--- src/rtl/ysyx_23060240_mem_pkg.sv ---
// Shared types for the IFU/LSU data-memory arbiter.
// Latency: n/a (types and constants only).
// Backpressure: n/a.
package ysyx_23060240_mem_pkg;

    localparam int ADDR_W_DEF = 32;
    localparam int DATA_W_DEF = 32;

    // One transaction in flight: accept in IDLE, present in REQ, await data in WAIT
    typedef enum logic [1:0] {
        IDLE = 2'd0,
        REQ  = 2'd1,
        WAIT = 2'd2
    } arb_state_e;

    // Which requester owns the transaction currently in flight
    typedef enum logic {
        OWN_IFU = 1'b0,
        OWN_LSU = 1'b1
    } arb_owner_e;

endpackage

--- src/rtl/ysyx_23060240_mem_arb_pick.sv ---
// Priority select between IFU and LSU, with a saturating IFU starvation counter.
// Latency: grant is combinational; the counter updates on the grant edge.
// Backpressure: grants only while arb_en_i is high (arbiter idle).
module ysyx_23060240_mem_arb_pick
    import ysyx_23060240_mem_pkg::*;
#(
    parameter int STARVE_MAX = 4
) (
    input  logic       clk,
    input  logic       rst_n,
    input  logic       arb_en_i,
    input  logic       ifu_vld_i,
    input  logic       lsu_vld_i,
    output logic       grant_vld_o,
    output arb_owner_e grant_own_o
);

    localparam int CNT_W = $clog2(STARVE_MAX + 1);

    logic [CNT_W-1:0] starve_cnt_q;
    logic [CNT_W-1:0] starve_cnt_d;
    logic             starved;

    // IFU gets its turn only once the LSU has won STARVE_MAX times in a row over it
    assign starved = (starve_cnt_q == CNT_W'(STARVE_MAX));

    // LSU wins by default; a starved, waiting IFU overrides it
    always_comb begin
        grant_vld_o = arb_en_i && (ifu_vld_i || lsu_vld_i);
        grant_own_o = OWN_IFU;
        if (lsu_vld_i && !(starved && ifu_vld_i)) begin
            grant_own_o = OWN_LSU;
        end
    end

    // Count LSU wins that made the IFU wait; any IFU win resets the streak
    always_comb begin
        starve_cnt_d = starve_cnt_q;
        if (grant_vld_o) begin
            if (grant_own_o == OWN_IFU) begin
                starve_cnt_d = '0;
            end else if (ifu_vld_i && !starved) begin
                starve_cnt_d = starve_cnt_q + CNT_W'(1);
            end
        end
    end

    // Starvation counter register
    always_ff @(posedge clk or negedge rst_n) begin
        if (!rst_n) begin
            starve_cnt_q <= '0;
        end else begin
            starve_cnt_q <= starve_cnt_d;
        end
    end

endmodule

--- src/rtl/ysyx_23060240_mem_arbiter.sv ---
// Shares one memory request/response port between IFU and LSU, one transaction at a time.
// Latency: accept at 0, mem_req_valid at 1, owner rsp_valid one cycle after mem_rsp_valid (min 3).
// Backpressure: req_ready only in IDLE; mem_req held stable until mem_req_ready; responses unthrottled.
// Optional watchdog: define YSYX_23060240_MEM_ARB_TIMEOUT_EN to abort stuck transactions with err=1.
module ysyx_23060240_mem_arbiter
    import ysyx_23060240_mem_pkg::*;
#(
    parameter int ADDR_W         = ADDR_W_DEF,
    parameter int DATA_W         = DATA_W_DEF,
    parameter int STARVE_MAX     = 4,
    parameter int TIMEOUT_CYCLES = 1024
) (
    input  logic                clk,
    input  logic                rst_n,
    input  logic                ifu_req_valid,
    output logic                ifu_req_ready,
    input  logic [ADDR_W-1:0]   ifu_req_addr,
    output logic                ifu_rsp_valid,
    output logic [DATA_W-1:0]   ifu_rsp_data,
    output logic                ifu_rsp_err,
    input  logic                lsu_req_valid,
    output logic                lsu_req_ready,
    input  logic [ADDR_W-1:0]   lsu_req_addr,
    input  logic                lsu_req_wen,
    input  logic [DATA_W-1:0]   lsu_req_wdata,
    input  logic [DATA_W/8-1:0] lsu_req_wmask,
    output logic                lsu_rsp_valid,
    output logic [DATA_W-1:0]   lsu_rsp_rdata,
    output logic                lsu_rsp_err,
    output logic                mem_req_valid,
    input  logic                mem_req_ready,
    output logic [ADDR_W-1:0]   mem_req_addr,
    output logic                mem_req_wen,
    output logic [DATA_W-1:0]   mem_req_wdata,
    output logic [DATA_W/8-1:0] mem_req_wmask,
    input  logic                mem_rsp_valid,
    input  logic [DATA_W-1:0]   mem_rsp_rdata
);

    localparam int MASK_W = DATA_W / 8;

    arb_state_e          state_q, state_d;
    arb_owner_e          owner_q, owner_d;
    logic [ADDR_W-1:0]   addr_q, addr_d;
    logic                wen_q, wen_d;
    logic [DATA_W-1:0]   wdata_q, wdata_d;
    logic [MASK_W-1:0]   wmask_q, wmask_d;
    logic                ifu_rsp_vld_q, ifu_rsp_vld_d;
    logic [DATA_W-1:0]   ifu_rsp_dat_q, ifu_rsp_dat_d;
    logic                lsu_rsp_vld_q, lsu_rsp_vld_d;
    logic [DATA_W-1:0]   lsu_rsp_dat_q, lsu_rsp_dat_d;

    logic                grant_vld;
    arb_owner_e          grant_own;

`ifdef YSYX_23060240_MEM_ARB_TIMEOUT_EN
    localparam int TMO_W = $clog2(TIMEOUT_CYCLES + 1);

    logic [TMO_W-1:0]    tmo_q, tmo_d;
    logic                ifu_err_q, ifu_err_d;
    logic                lsu_err_q, lsu_err_d;
    logic                tmo_hit;
`else
    logic                tmo_unused;
    assign tmo_unused = (TIMEOUT_CYCLES != 0);
`endif

    ysyx_23060240_mem_arb_pick #(
        .STARVE_MAX (STARVE_MAX)
    ) u_pick (
        .clk         (clk),
        .rst_n       (rst_n),
        .arb_en_i    (state_q == IDLE),
        .ifu_vld_i   (ifu_req_valid),
        .lsu_vld_i   (lsu_req_valid),
        .grant_vld_o (grant_vld),
        .grant_own_o (grant_own)
    );

    assign mem_req_valid = (state_q == REQ);
    assign mem_req_addr  = addr_q;
    assign mem_req_wen   = wen_q;
    assign mem_req_wdata = wdata_q;
    assign mem_req_wmask = wmask_q;

    assign ifu_rsp_valid = ifu_rsp_vld_q;
    assign ifu_rsp_data  = ifu_rsp_dat_q;
    assign lsu_rsp_valid = lsu_rsp_vld_q;
    assign lsu_rsp_rdata = lsu_rsp_dat_q;

`ifdef YSYX_23060240_MEM_ARB_TIMEOUT_EN
    assign ifu_rsp_err = ifu_err_q;
    assign lsu_rsp_err = lsu_err_q;
    // tmo_q is the number of cycles since accept; abort on the edge where it would reach the limit
    assign tmo_hit     = (state_q != IDLE) && (tmo_q == TMO_W'(TIMEOUT_CYCLES - 1));
`else
    assign ifu_rsp_err = 1'b0;
    assign lsu_rsp_err = 1'b0;
`endif

    // FSM next state, request latching, ready generation and response routing
    always_comb begin
        state_d       = state_q;
        owner_d       = owner_q;
        addr_d        = addr_q;
        wen_d         = wen_q;
        wdata_d       = wdata_q;
        wmask_d       = wmask_q;
        ifu_rsp_vld_d = 1'b0;
        ifu_rsp_dat_d = ifu_rsp_dat_q;
        lsu_rsp_vld_d = 1'b0;
        lsu_rsp_dat_d = lsu_rsp_dat_q;
        ifu_req_ready = 1'b0;
        lsu_req_ready = 1'b0;
`ifdef YSYX_23060240_MEM_ARB_TIMEOUT_EN
        tmo_d         = (state_q == IDLE) ? TMO_W'(1) : tmo_q + TMO_W'(1);
        ifu_err_d     = 1'b0;
        lsu_err_d     = 1'b0;
`endif
        case (state_q)
            IDLE: begin
                if (grant_vld) begin
                    owner_d = grant_own;
                    state_d = REQ;
                    if (grant_own == OWN_LSU) begin
                        lsu_req_ready = 1'b1;
                        addr_d        = lsu_req_addr;
                        wen_d         = lsu_req_wen;
                        wdata_d       = lsu_req_wdata;
                        wmask_d       = lsu_req_wmask;
                    end else begin
                        // Fetches are always plain reads
                        ifu_req_ready = 1'b1;
                        addr_d        = ifu_req_addr;
                        wen_d         = 1'b0;
                        wdata_d       = '0;
                        wmask_d       = '0;
                    end
                end
            end
            REQ: begin
                if (mem_req_ready) begin
                    state_d = WAIT;
                end
            end
            WAIT: begin
                if (mem_rsp_valid) begin
                    state_d = IDLE;
                    if (owner_q == OWN_IFU) begin
                        ifu_rsp_vld_d = 1'b1;
                        ifu_rsp_dat_d = mem_rsp_rdata;
                    end else begin
                        lsu_rsp_vld_d = 1'b1;
                        lsu_rsp_dat_d = wen_q ? '0 : mem_rsp_rdata;
                    end
                end
            end
            default: begin
                state_d = IDLE;
            end
        endcase
`ifdef YSYX_23060240_MEM_ARB_TIMEOUT_EN
        // A genuine response arriving on the deadline cycle takes precedence over the abort
        if (tmo_hit && !(state_q == WAIT && mem_rsp_valid)) begin
            state_d = IDLE;
            if (owner_q == OWN_IFU) begin
                ifu_rsp_vld_d = 1'b1;
                ifu_rsp_dat_d = '0;
                ifu_err_d     = 1'b1;
            end else begin
                lsu_rsp_vld_d = 1'b1;
                lsu_rsp_dat_d = '0;
                lsu_err_d     = 1'b1;
            end
        end
`endif
    end

    // State, latched request payload and response registers
    always_ff @(posedge clk or negedge rst_n) begin
        if (!rst_n) begin
            state_q       <= IDLE;
            owner_q       <= OWN_IFU;
            addr_q        <= '0;
            wen_q         <= 1'b0;
            wdata_q       <= '0;
            wmask_q       <= '0;
            ifu_rsp_vld_q <= 1'b0;
            ifu_rsp_dat_q <= '0;
            lsu_rsp_vld_q <= 1'b0;
            lsu_rsp_dat_q <= '0;
`ifdef YSYX_23060240_MEM_ARB_TIMEOUT_EN
            tmo_q         <= '0;
            ifu_err_q     <= 1'b0;
            lsu_err_q     <= 1'b0;
`endif
        end else begin
            state_q       <= state_d;
            owner_q       <= owner_d;
            addr_q        <= addr_d;
            wen_q         <= wen_d;
            wdata_q       <= wdata_d;
            wmask_q       <= wmask_d;
            ifu_rsp_vld_q <= ifu_rsp_vld_d;
            ifu_rsp_dat_q <= ifu_rsp_dat_d;
            lsu_rsp_vld_q <= lsu_rsp_vld_d;
            lsu_rsp_dat_q <= lsu_rsp_dat_d;
`ifdef YSYX_23060240_MEM_ARB_TIMEOUT_EN
            tmo_q         <= tmo_d;
            ifu_err_q     <= ifu_err_d;
            lsu_err_q     <= lsu_err_d;
`endif
        end
    end

endmodule

--- config.mk ---
export PLATFORM = sky130hd
export DESIGN_NAME = ysyx_23060240_mem_arbiter
export DESIGN_NICKNAME = d
export VERILOG_FILES = /design/src/rtl/ysyx_23060240_mem_pkg.sv /design/src/rtl/ysyx_23060240_mem_arb_pick.sv /design/src/rtl/ysyx_23060240_mem_arbiter.sv
export SDC_FILE = /design/constraint.sdc
export NUM_CORES = 1
export LEC_CHECK = 0
export CAP_MARGIN = 20
export CORE_ASPECT_RATIO = 0.5
export CORE_MARGIN = 3
export CORE_UTILIZATION = 38
export CTS_BUF_LIST = sky130_fd_sc_hd__clkbuf_4 sky130_fd_sc_hd__clkbuf_8
export CTS_CLUSTER_SIZE = 10
export DETAILED_ROUTE_END_ITERATION = 6
export GPL_ROUTABILITY_DRIVEN = 1
export HOLD_SLACK_MARGIN = 0.03
export PLACE_DENSITY_LB_ADDON = 0.15
export SETUP_SLACK_MARGIN = 0.2
export SLEW_MARGIN = 20
export SYNTH_ARGS = -nofsm -noshare
export SYNTH_HDL_FRONTEND = slang
export SYNTH_SLANG_ARGS = --single-unit
--- constraint.sdc ---
create_clock -name clk -period 1.8 [get_ports clk]
set_clock_uncertainty 0.15 [all_clocks]
set_input_delay 0.18 -clock clk [delete_from_list [all_inputs] [get_ports clk]]
set_output_delay 0.18 -clock clk [all_outputs]
set_load 0.02 [all_outputs]
# ---- Word-level counts from Yosys, hierarchy flattened
# Index checks and enable logic that the tools add are counted.
dict set report word_totals {
  ff_bits 141
  out_inout_bits 140
  wordCells 57
  in_bits 139
}
dict set report classes {
  n_eq_ne 7
  addsub 1
  bitwise 1
  muxes 24
  reduce_logical 13
}
# cell count
set op_table {}
lappend op_table {{32-bit 2-to-1 mux} 3}
lappend op_table {{1-bit 2-to-1 mux} 14}
lappend op_table {{3-bit AND reduction} 3}
lappend op_table {{2-bit 2-to-1 mux} 3}
lappend op_table {{3-bit 2-to-1 mux} 2}
lappend op_table {{2-bit case mux with 3 select lines} 1}
lappend op_table {{1-bit logical AND} 4}
lappend op_table {{4-bit 2-to-1 mux} 1}
lappend op_table {{2-bit by 1-bit inequality test with 1-bit output (second input constant)} 2}
lappend op_table {{2-bit inequality test (second input constant)} 2}
lappend op_table {{2-bit AND reduction} 2}
lappend op_table {{3-bit by 1-bit adder with 3-bit output (second input constant)} 1}
lappend op_table {{3-bit equality test (second input constant)} 1}
lappend op_table {{2-bit by 1-bit equality test with 1-bit output (second input constant)} 1}
lappend op_table {{2-bit equality test (second input constant)} 1}
lappend op_table {{1-bit zero test} 2}
lappend op_table {{2-bit zero test} 1}
lappend op_table {{1-bit logical OR} 1}
lappend op_table {{1-bit NOT} 1}

# ---- Depth between registers and ports, before layout
# Gate-level depths: netlist (run 1).
dict set report depth {
  word_depth 8
  mapped_depth 7
  ltp_nobuf 5
}

# ---- Cells and area by module
# From an unflattened synthesis (run 1), not the netlist that was laid out.
dict set report hier_totals {
  cells_unflattened 472
  area_unflattened_um2 6500.0
}
# mod cells_per_inst area_each_um2 n_inst
set by_module_without_submodules {}
lappend by_module_without_submodules {ysyx_23060240_mem_arbiter 451 6286.0 1}
lappend by_module_without_submodules {ysyx_23060240_mem_arb_pick 21 214.0 1}

# ---- Worst setup path after synthesis (run 1)
# No wires, ideal clock.
dict set report synth_path {
  kind {reg-to-reg}
  start {register u_pick.starve_cnt_q[0]}
  end {register addr_q[24] (netlist: mem_req_addr[24])}
  slack_ns 0.055
  n_path_buf 2
  path_stages_with_launch 8
  synth_period_minus_slack_ns 1.745
  setup_time_ns 0.126
  arrival_time_ns 1.469
  cell_sequence {dfrtp_1 -> inv_1 -> ha_1 -> nand3_1 -> and3_1 -> buf_2 -> buf_2 -> a221o_1}
}
dict set report synth_between {
  elab_chain_cells 6
}
# item line
set synth_lines {}
lappend synth_lines {{start: declaration} ysyx_23060240_mem_arb_pick.sv:20} ;# logic [CNT_W-1:0] starve_cnt_q;
lappend synth_lines {{start signal: assignment} ysyx_23060240_mem_arb_pick.sv:53} ;# starve_cnt_q <= starve_cnt_d;
lappend synth_lines {{3-bit equality test} ysyx_23060240_mem_arb_pick.sv:25} ;# assign starved = (starve_cnt_q == CNT_W'(STARVE_MAX));
lappend synth_lines {{1-bit logical AND} ysyx_23060240_mem_arb_pick.sv:31} ;# if (lsu_vld_i && !(starved && ifu_vld_i)) begin
lappend synth_lines {{1-bit zero test} ysyx_23060240_mem_arb_pick.sv:31}
lappend synth_lines {{1-bit logical AND} ysyx_23060240_mem_arb_pick.sv:31}
lappend synth_lines {{1-bit 2-to-1 mux} ysyx_23060240_mem_arb_pick.sv:31}
lappend synth_lines {{32-bit 2-to-1 mux} ysyx_23060240_mem_arbiter.sv:125} ;# if (grant_own == OWN_LSU) begin
lappend synth_lines {{end signal: assignment} ysyx_23060240_mem_arbiter.sv:200} ;# addr_q <= addr_d;
lappend synth_lines {{end: declaration} ysyx_23060240_mem_arbiter.sv:44} ;# logic [ADDR_W-1:0] addr_q, addr_d;
# Every way passes these cells.
# A chain may end at the register's enable or synchronous reset.

# ---- Worst setup path in the final report (run 1)
dict set report layout_path {
  start {register u_pick.starve_cnt_q[0]}
  end {register addr_q[30] (netlist: mem_req_addr[30])}
}
# Same word-level chain as after synthesis.

==> results of run 1 <==
[worst max-delay path: cells and delay by family, from the launching register on]
family | cells | cell delay (ns)
compound gates | 1 | 0.31
fa+ha+maj | 1 | 0.15
buf+inv | 3 | 0.49
flops | 1 | 0.40
simple gates | 2 | 0.23
[stage by stage]
step	area [um2]	utilization, %
floorplan	5802	-
global placement	8840	60.45
detailed placement	8840	60.45
CTS	9509	65.03
global route	9712	66.42
finish	9712	66.42
[worst paths after layout]
kind | from | end | slack, ns | depth (start not counted)
max | u_pick.starve_cnt_q[0] | mem_req_addr[30] | -0.05 | 7
min | rst_n | ifu_rsp_data[5] | 0.08 | 2
max reg2reg | u_pick.starve_cnt_q[0] | mem_req_addr[30] | -0.05 | 7
min reg2reg | lsu_rsp_rdata[12] | lsu_rsp_rdata[12] | 0.33 | 2
max in group asynchronous | rst_n | mem_req_wdata[23] | 0.81 | 3
min in group clk | mem_rsp_rdata[14] | lsu_rsp_rdata[14] | 0.16 | 3
[placed cells by master, fill, tap and decap left out, types with 3 or more instances in the layout]
cell type / n
nand2b_1: 32
buf_16: 6
dlygate4sd2_1: 135
buf_12: 13
inv_6: 4
mux2_1: 24
mux2_4: 8
inv_2: 3
nor3b_1: 6
clkbuf_8: 18
a22o_1: 38
clkbuf_16: 4
nor3b_2: 26
clkdlybuf4s50_1: 137
clkinvlp_4: 3
nand2_1: 32
buf_6: 8
o21ai_1: 33
a221o_1: 32
dfrtp_1: 141
buf_4: 17
[flip-flops by register name (all words and copies together), names as in the netlist, 2 cells and up]
signal               cells
ifu_rsp_data            32
lsu_rsp_rdata           32
mem_req_addr            32
mem_req_wdata           32
mem_req_wmask            4
u_pick.starve_cnt_q      3
state_q                  2
[logic make-up (layout without fill, tap and decap cells)]
group / Yosys count / after routing / synth area share [%]
compound gates: 111 / 111 / 15.28
fa+ha+maj: 2 / 2 / 0.4364
buf+inv: 43 / 361 / 3.776
flops: 141 / 141 / 61.55
mux: 32 / 32 / 6.286
other cells: 1 / 2 / 0.06541
simple gates: 106 / 106 / 12.61
[power by group through the flow]
stage | combinational [uW] | sequential [uW] | clock [uW]
floorplan | 2440 | 6900 | 0
global placement | 7830 | 5300 | 0
detailed placement | 7920 | 5310 | 0
CTS | 7820 | 5250 | 2650
global route | 8520 | 5420 | 2830
finish | 8000 | 5250 | 2590
[synthesized netlist by cell type]
cell type / n
nor3b_1: 12
inv_2: 1
a21boi_2: 1
nand4b_1: 1
mux2_1: 32
and3_1: 1
nor2_1: 3
buf_6: 3
inv_1: 4
buf_4: 5
or3_1: 1
a22o_1: 38
a21o_1: 1
nand2b_1: 33
a31o_1: 1
conb_1: 1
nor4bb_1: 1
o21ai_0: 1
o21ai_1: 34
nor3b_2: 20
nand2_1: 32
nand3_1: 1
buf_2: 11
clkbuf_1: 19
a221o_1: 32
a21oi_1: 2
or3b_1: 1
a32o_1: 1
ha_1: 2
dfrtp_1: 141
[area by class of cell]
type	count	area (um2)	share of cell area (%)
clock inverter	12	136.4	1.404
inverter	5	21.27	0.2190
multi-input combinational	253	2128	21.91
clock buffer	20	262.8	2.705
sequential	141	3528	36.33
timing repair buffer	324	3387	34.88
tap	198	247.7	2.551
[routing by layer]
| layer | vias up | wire length, um | track usage, % |
|---|---|---|---|
| met5 | - | 0 | 0 |
| met1 | 2240 | 7842 | 26.85 |
| met2 | 146 | 8591 | 34.75 |
| met3 | 19 | 831 | 5.492 |
| met4 | 0 | 245 | 6.109 |
| li1 | 2196 | - | - |
[timing repair]
item,4_1_cts,5_1_grt
hold buffers,1,0
endpoints found under the setup margin,242,108
resized for setup,192,4
pin swaps,4,12
hold endpoints to repair,141,0
setup buffers,7,8
gates cloned,8,4
==> run metrics, run 1 <==
top-area cell type share of the netlist area=between 60% and 70%; fin crit period=1.849 ns; Die Span X=between 150 and 200 um; Inst Count DP=between 800 and 900; max cap viols=0; Total Power=approximately 16000 uW; sw frac=~39%; largest cells by area after synthesis=dfrtp_1 (62%), mux2_1 (6.3%), a22o_1 (5.8%); # fillers=~1200; Avg Inst Size Synth=13.15 um2; # IOs=between 200 and 300; register area share after synthesis=61.55%; placement row count=31; Post-Route Setup TNS=-0.7367 ns; hold slack=just under 0.08 ns; startpoint types=flop; clock transition at the registers of the reported paths=~0.090 ns; pre-CTS setup slack=-0.4490 ns; yosys warns=0; vias in the first global route=approximately 4900; pin count of the biggest net entering global routing=between 60 and 70; RSZ-0062 raised after global routing=yes; Data required, critical path=1.97 ns; CTS tree=yes; crit-path cells=inv_2 > ha_4 > nand3_2 > and3_4 > buf_12 > bufbuf_16 > a221o_1; Synth cell types=30; DRT antenna net count=0; worst stage delay on the critical path=0.40 ns; PD cells=1630 nW/um2; worst-skew pair later-pin latency=0.43 ns; Vias=4601; initial antenna violation count=0; Seq cells post-synth=approximately 140; All-Layer GR Usage=between 20% and 30%; setup ws final=-0.04944 ns; initial core utilization=approximately two fifths; critical path peak fanout=7; layout cells sized above 1=between 15 and 20%; run status=finished, violations left; critical path arrival=slightly above 2 ns; total CTS buffers=17; CTS Sinks=141; initial DRC count=approximately 220; cell area after synthesis=about 5700 um2; gpl congestion=0.7278; Static Leak=between 0.004 and 0.005 uW; antenna cells=0; Peak VDD IR=755.5 uV; Chip Height=~93 um; Setup-failing EPs final=29; die footprint=16690 um2; global-route wire length before repair=27.23 mm; DRT Pass-1 Iters=4; # port buffers=276; fmax=540.7 MHz; area delta synth->final=69.40%; Clk Tree Root Cell=clkbuf_8; Max Root-Sink Buffers=2; Congestion Overflow GR=0; Clock power frac=roughly 16%; drt drc=0; Crit. End Element=flop; Cells after Synth=436; Avg Vias per Cell=between 4 and 5; Seq pwr share=approximately 33%; Layout Nets=roughly 880; Slew Viols, Final=0; violations in the final reports=negative setup slack; wire per inst=between 15 and 20 um; H-tree lvl count=4; Crit Path Category=reg2reg; Hold Crit Class=in2async; Crit-path slowest cell=dfrtp_1; Non-Filler Instances=953; Pint=9693 uW; Tcrit/Tclk final=102.7%; Hold Vio Cnt, Final=0; Logic pwr share=50.5%; dpl hpwl=roughly 11 mm; Net Sw Power=about 6000 uW; WL final=between 15 and 20 mm; Core Area=between 10000 and 15000 um2; Synth area leader=dfrtp_1
Note: power is estimated with default switching activity, not from simulation.
==> run 2: changes to the inputs <==
- CORE_ASPECT_RATIO: 0.5 -> 0.6
==> run 2 against run 1 <==
Effect of this change: die area down 0.25%; the flow still finishes with violations (negative setup slack); register-to-register slack about the same; design area up 4.8%; clock power up 2%; critical endpoint is now ifu_req_ready; highest routed layer unchanged.
==> run metrics, run 2 (synthesis gave the netlist of run 1 again) <==
layout cells sized above 1=~28%; Slew Viols, Final=0; Worst Path Buf+Inv=1; drt drc=0; commonest cells after routing, fill and taps aside=dfrtp_1 (141), clkdlybuf4s50_1 (137), dlygate4sd2_1 (135), a22o_1 (38); Core Area=between 10000 and 15000 um2; cells on worst reg2reg path=6; Crit-path slowest cell=dfrtp_1; Hold Vio Cnt, Final=0; DRT Pass-1 Iters=4; CTS Sinks=roughly 140; Inst Count DP=~900; violations in the final reports=negative setup slack; global-route wire length before repair=about 28 mm; Hold Crit Class=in2async; initial antenna violation count=0; clock transition at the registers of the reported paths=about 0.090 ns; antenna cells=0; placement row count=34; Seq pwr share=~33%; Pint=10050 uW; # IOs=~280; Static Leak=0.004795 uW; Net Sw Power=6653 uW; dpl hpwl=~13 mm; r2r endpoint=ifu_rsp_data[6]; sw frac=39.84%; Data required, critical path=1.47 ns; crit-path leading delay family=simple AND/OR/NAND/NOR gates; Max Root-Sink Buffers=2; crit path from=state_q[1]; fin crit period=~1.9 ns; Clk Tree Root Cell=clkbuf_8; startpoint types=flop; initial core utilization=a little under 40%; max cap viols=0; die footprint=roughly 17000 um2; Vias=around 4900; Avg Vias per Cell=5.093; Non-Filler Instances=around 960; hold slack=0.1198 ns; Clock power frac=15.9%; Peak VDD IR=just under 800 uV; worst stage delay on the critical path=about 0.44 ns; PD cells=between 1500 and 2000 nW/um2; Crit. End Element=output pin; crit-path cells=or3b_4 > nor2_4 > buf_6; Die Span X=164.6 um; vias in the first global route=5055; Tcrit/Tclk final=103.6%; # port buffers=approximately 280; critical path peak fanout=2; DRT antenna net count=0; worst flop-to-flop path startpoint=state_q[0]; fmax=about 540 MHz; setup ws final=-0.06561 ns; WL final=a little over 20 mm; Setup-failing EPs final=28; worst-skew pair later-pin latency=about 0.41 ns; Total Power=16700 uW; gpl congestion=0.7611; most common cell after layout, fill and taps aside=dfrtp_1; Logic pwr share=~52%; Chip Height=roughly 100 um; critical path arrival=~1.5 ns; run status=finished, violations left; RSZ-0062 raised after global routing=yes; Congestion Overflow GR=0; Layout Nets=between 800 and 900; Crit Path Category=reg2out; pin count of the biggest net entering global routing=66; total CTS buffers=17; All-Layer GR Usage=roughly 22%; H-tree lvl count=4; wire per inst=21.30 um; CTS tree=yes; # fillers=around 1100; area delta synth->final=77.54%; setup slack, reg-to-reg=-0.05 ns; initial DRC count=about 250
-- run 2: worst max-delay path by stage --
stage / endpoint / cells after the start
global route: ifu_req_ready / 6
global placement: ifu_req_ready / 4
CTS: lsu_req_ready / 5
floorplan: mem_req_addr[24] / 7
detailed placement: u_pick.starve_cnt_q[2] / 5
finish: ifu_req_ready / 3
-- run 2: power by group through the flow --
stage	clock (uW)	combinational (uW)	sequential, uW
after global placement	0	7890	5320
after global routing	2860	9100	5590
after detailed placement	0	8030	5380
final	2650	8610	5440
after CTS	2720	7980	5320
after floorplan	0	2440	6900
-- run 2: routing by layer --
| layer | vias up | share of wire, % | track usage, % |
|---|---|---|---|
| li1 | 2223 | - | - |
| met1 | 2461 | 42 | 28.38 |
| met2 | 188 | 48 | 35.53 |
| met3 | 12 | 9.3 | 8.255 |
| met4 | 0 | 0.73 | 5.412 |
| met5 | - | 0 | 0 |
-- run 2: stage by stage --
stage          instance area, um2  setup TNS (ns)  util, %  setup slack (ns)
2_1_floorplan                5802               0        -            0.1806
3_3_place_gp                 8905          -7.951    60.85           -0.3251
3_5_place_dp                 8905          -9.187    60.85           -0.3381
4_1_cts                      9629         -0.9025    65.80          -0.09058
5_1_grt                     10180          -4.995    69.55           -0.1267
6_report                    10180         -0.5682    69.55          -0.06561
-- run 2: repair_timing --
action,4_1_cts,5_1_grt
hold buffers,1,0
cloned,6,10
setup endpoints to repair,243,141
resized for setup,205,91
endpoints found under the hold margin,141,0
buffers inserted,12,1
pin swaps,6,25
-- run 2: area by class of cell --
class / count / area [um2] / share of cell area (%)
Sequential cell: 141 / 3528 / 34.67
Timing Repair Buffer: 330 / 3482 / 34.21
Multi-Input combinational cell: 253 / 2485 / 24.41
Clock buffer: 19 / 261.5 / 2.569
Tap cell: 198 / 247.7 / 2.434
Clock inverter: 13 / 152.6 / 1.500
Inverter: 5 / 21.27 / 0.2090
==> run 3: changes to the inputs <==
- CAP_MARGIN: 20 -> 15
- GPL_TIMING_DRIVEN: default -> 0
- SLEW_MARGIN: 20 -> default
==> run 3 against run 2 <==
Effect of this change: the run still ends with negative setup slack left; critical path depth increased by 2; sequential power decreased by 2%; register-to-register slack got worse by 0.10 ns; die area unchanged; routed wire length decreased by 3.9%; non-clock buffer count increased by 38; flip-flop and latch count unchanged; largest power group unchanged; highest routed layer unchanged.
==> run metrics, run 3 (synthesis gave the netlist of run 1 again) <==
max cap viols=0; sw frac=around two fifths; critical path peak fanout=3; pin count of the biggest net entering global routing=slightly below 100; Chip Height=101.1 um; initial antenna violation count=1; WL final=approximately 20 mm; Crit-path slowest cell=dfrtp_1; Congestion Overflow GR=0; Peak VDD IR=749.2 uV; Post-Route Setup TNS=-7.380 ns; r2r endpoint=mem_req_addr[26]; dpl hpwl=between 10 and 15 mm; PD cells=1652 nW/um2; Vias=about 5000; total CTS buffers=17; initial core utilization=between 30% and 40%; gpl congestion=slightly below 0.8; DRT Pass-1 Iters=4; Max-slew headroom=around 62%; wire per inst=19.70 um; crit path from=state_q[1]; initial DRC count=~220; Static Leak=between 0.004 and 0.005 uW; Clock power frac=16.7%; Hold Vio Cnt, Final=0; cells on worst reg2reg path=9; # IOs=roughly 280; Setup-failing EPs final=90; Non-Filler Instances=about 1000; most common cell after layout, fill and taps aside=dfrtp_1; area delta synth->final=78.44%; Tcrit/Tclk final=109.7%; CTS Sinks=141; DRT antenna net count=0; Pint=between 10000 and 15000 uW; pre-CTS setup slack=-0.7992 ns; vias in the first global route=roughly 5300; Crit Path Category=reg2out; RSZ-0062 raised after global routing=yes; Die Span X=~160 um; Hold Crit Class=in2async; Crit path top cell by count=buf_6; layout cells sized above 1=between 20% and 30%; Seq pwr share=around a third; Inst Count DP=just over 900; worst flop-to-flop path startpoint=u_pick.starve_cnt_q[1]; crit path to=ifu_req_ready; fin crit period=just under 2 ns; die footprint=around 17000 um2; # fillers=1081; Slew @ Worst Pin=~0.57 ns; Crit. End Element=output pin; worst-skew pair later-pin latency=between 0.4 and 0.5 ns; commonest cells after routing, fill and taps aside=dfrtp_1 (140), clkdlybuf4s50_1 (136), dlygate4sd2_1 (134), a22o_1 (38); setup slack, reg-to-reg=-0.15 ns; Max Root-Sink Buffers=2; Avg Vias per Cell=around 5.0; worst stage delay on the critical path=between 0.3 and 0.4 ns; Logic pwr share=between 50% and 60%; fmax=506.7 MHz; Clk Tree Root Cell=clkbuf_8; violations in the final reports=negative setup slack; clock transition at the registers of the reported paths=~0.080 ns; All-Layer GR Usage=23.14%; Layout Nets=~930; crit-path cells=or3b_1 > buf_6 > buf_8 > nor2_4 > buf_6; CTS tree=yes; # port buffers=276; Core Area=14630 um2; global-route wire length before repair=29.57 mm; H-tree lvl count=4; startpoint types=flop; placement row count=34; Slew Viols, Final=0; setup ws final=-0.1737 ns; Net Sw Power=6480 uW; Data required, critical path=1.47 ns; critical path arrival=between 1.5 and 2 ns; drt drc=0; run status=finished, violations left
-- run 3: changes by cell type in the layout (fill, tap and decap cells not counted), sizes merged --
cell | previous run | this run
buf | 49 | 81
clkbuf | 26 | 32
inv | 11 | 7
bufinv | 2 | 4
bufbuf | 1 | 0
clkdlybuf4s15 | 0 | 1
clkdlybuf4s50 | 137 | 136
clkinv | 3 | 4
diode | 0 | 1
dlygate4sd2 | 135 | 134
dlymetal6s2s | 0 | 1
-- run 3: routing by layer --
metal | vias to the layer above | share of wire [%] | global-route usage, %
met2 | 193 | 46 | 36.39
met3 | 23 | 8.3 | 7.642
met4 | 0 | 1.4 | 6.443
met5 | - | 0 | 0
li1 | 2299 | - | -
met1 | 2498 | 44 | 31.06
-- run 3: power groups by stage --
stage / combinational, uW / sequential (uW) / clock, uW
floorplan: 2440 / 6900 / 0
global placement: 7790 / 5310 / 0
detailed placement: 7950 / 5370 / 0
CTS: 8280 / 5290 / 2890
global route: 9280 / 5480 / 3040
finish: 8750 / 5330 / 2820
-- run 3: layout make-up --
class	count	area (um2)	area share, %
flip-flops and latches	141	3530	34.50
repair buffers	331	3396	33.19
multi-input cells	253	2223	21.73
plain buffers	37	376.6	3.682
clock buffers	18	247.7	2.422
well taps	198	247.7	2.422
clock inverters	12	187.7	1.835
inverters	5	18.77	0.1835
diodes	1	2.502	0.02446
-- run 3: worst min-delay path by stage --
| stage | start | end | slack [ns] | depth (start not counted) |
|---|---|---|---|---|
| 2_1_floorplan | rst_n | ifu_rsp_data[0] | -0.27 | 0 |
| 6_report | rst_n | ifu_rsp_valid | 0.09 | 2 |
| 3_3_place_gp | lsu_rsp_rdata[4] | lsu_rsp_rdata[4] | 0.32 | 2 |
| 5_1_grt | ifu_req_valid | u_pick.starve_cnt_q[0] | 0.09 | 2 |
| 3_5_place_dp | rst_n | ifu_rsp_data[26] | -0.01 | 1 |
| 4_1_cts | rst_n | mem_req_addr[24] | 0.08 | 2 |
-- run 3: critical path, delay by kind of cell, from the launching register on --
family                 cells  cell delay, ns
and+or+nand+nor            2            0.47
DFF                        1            0.39
buffers and inverters      3            0.37
-- run 3: stage by stage --
step / instance area (um2) / power (uW) / hold slack [ns] / utilization (%)
after detailed placement: 8841 / 13320 / -0.01191 / 60.41
after floorplan: 5802 / 9338 / -0.2656 / -
after CTS: 9874 / 16450 / 0.08387 / 67.48
after global placement: 8812 / 13100 / 0.3162 / 60.22
after global routing: 10230 / 17810 / 0.08849 / 69.90
final: 10230 / 16900 / 0.09305 / 69.90
-- run 3: timing repair --
action	in CTS	in global routing
hold buffers	1	0
setup endpoints to repair	275	142
endpoints found under the hold margin	141	0
pin swaps	47	16
buffers inserted	29	11
gates cloned	10	3
gates resized for setup	229	72
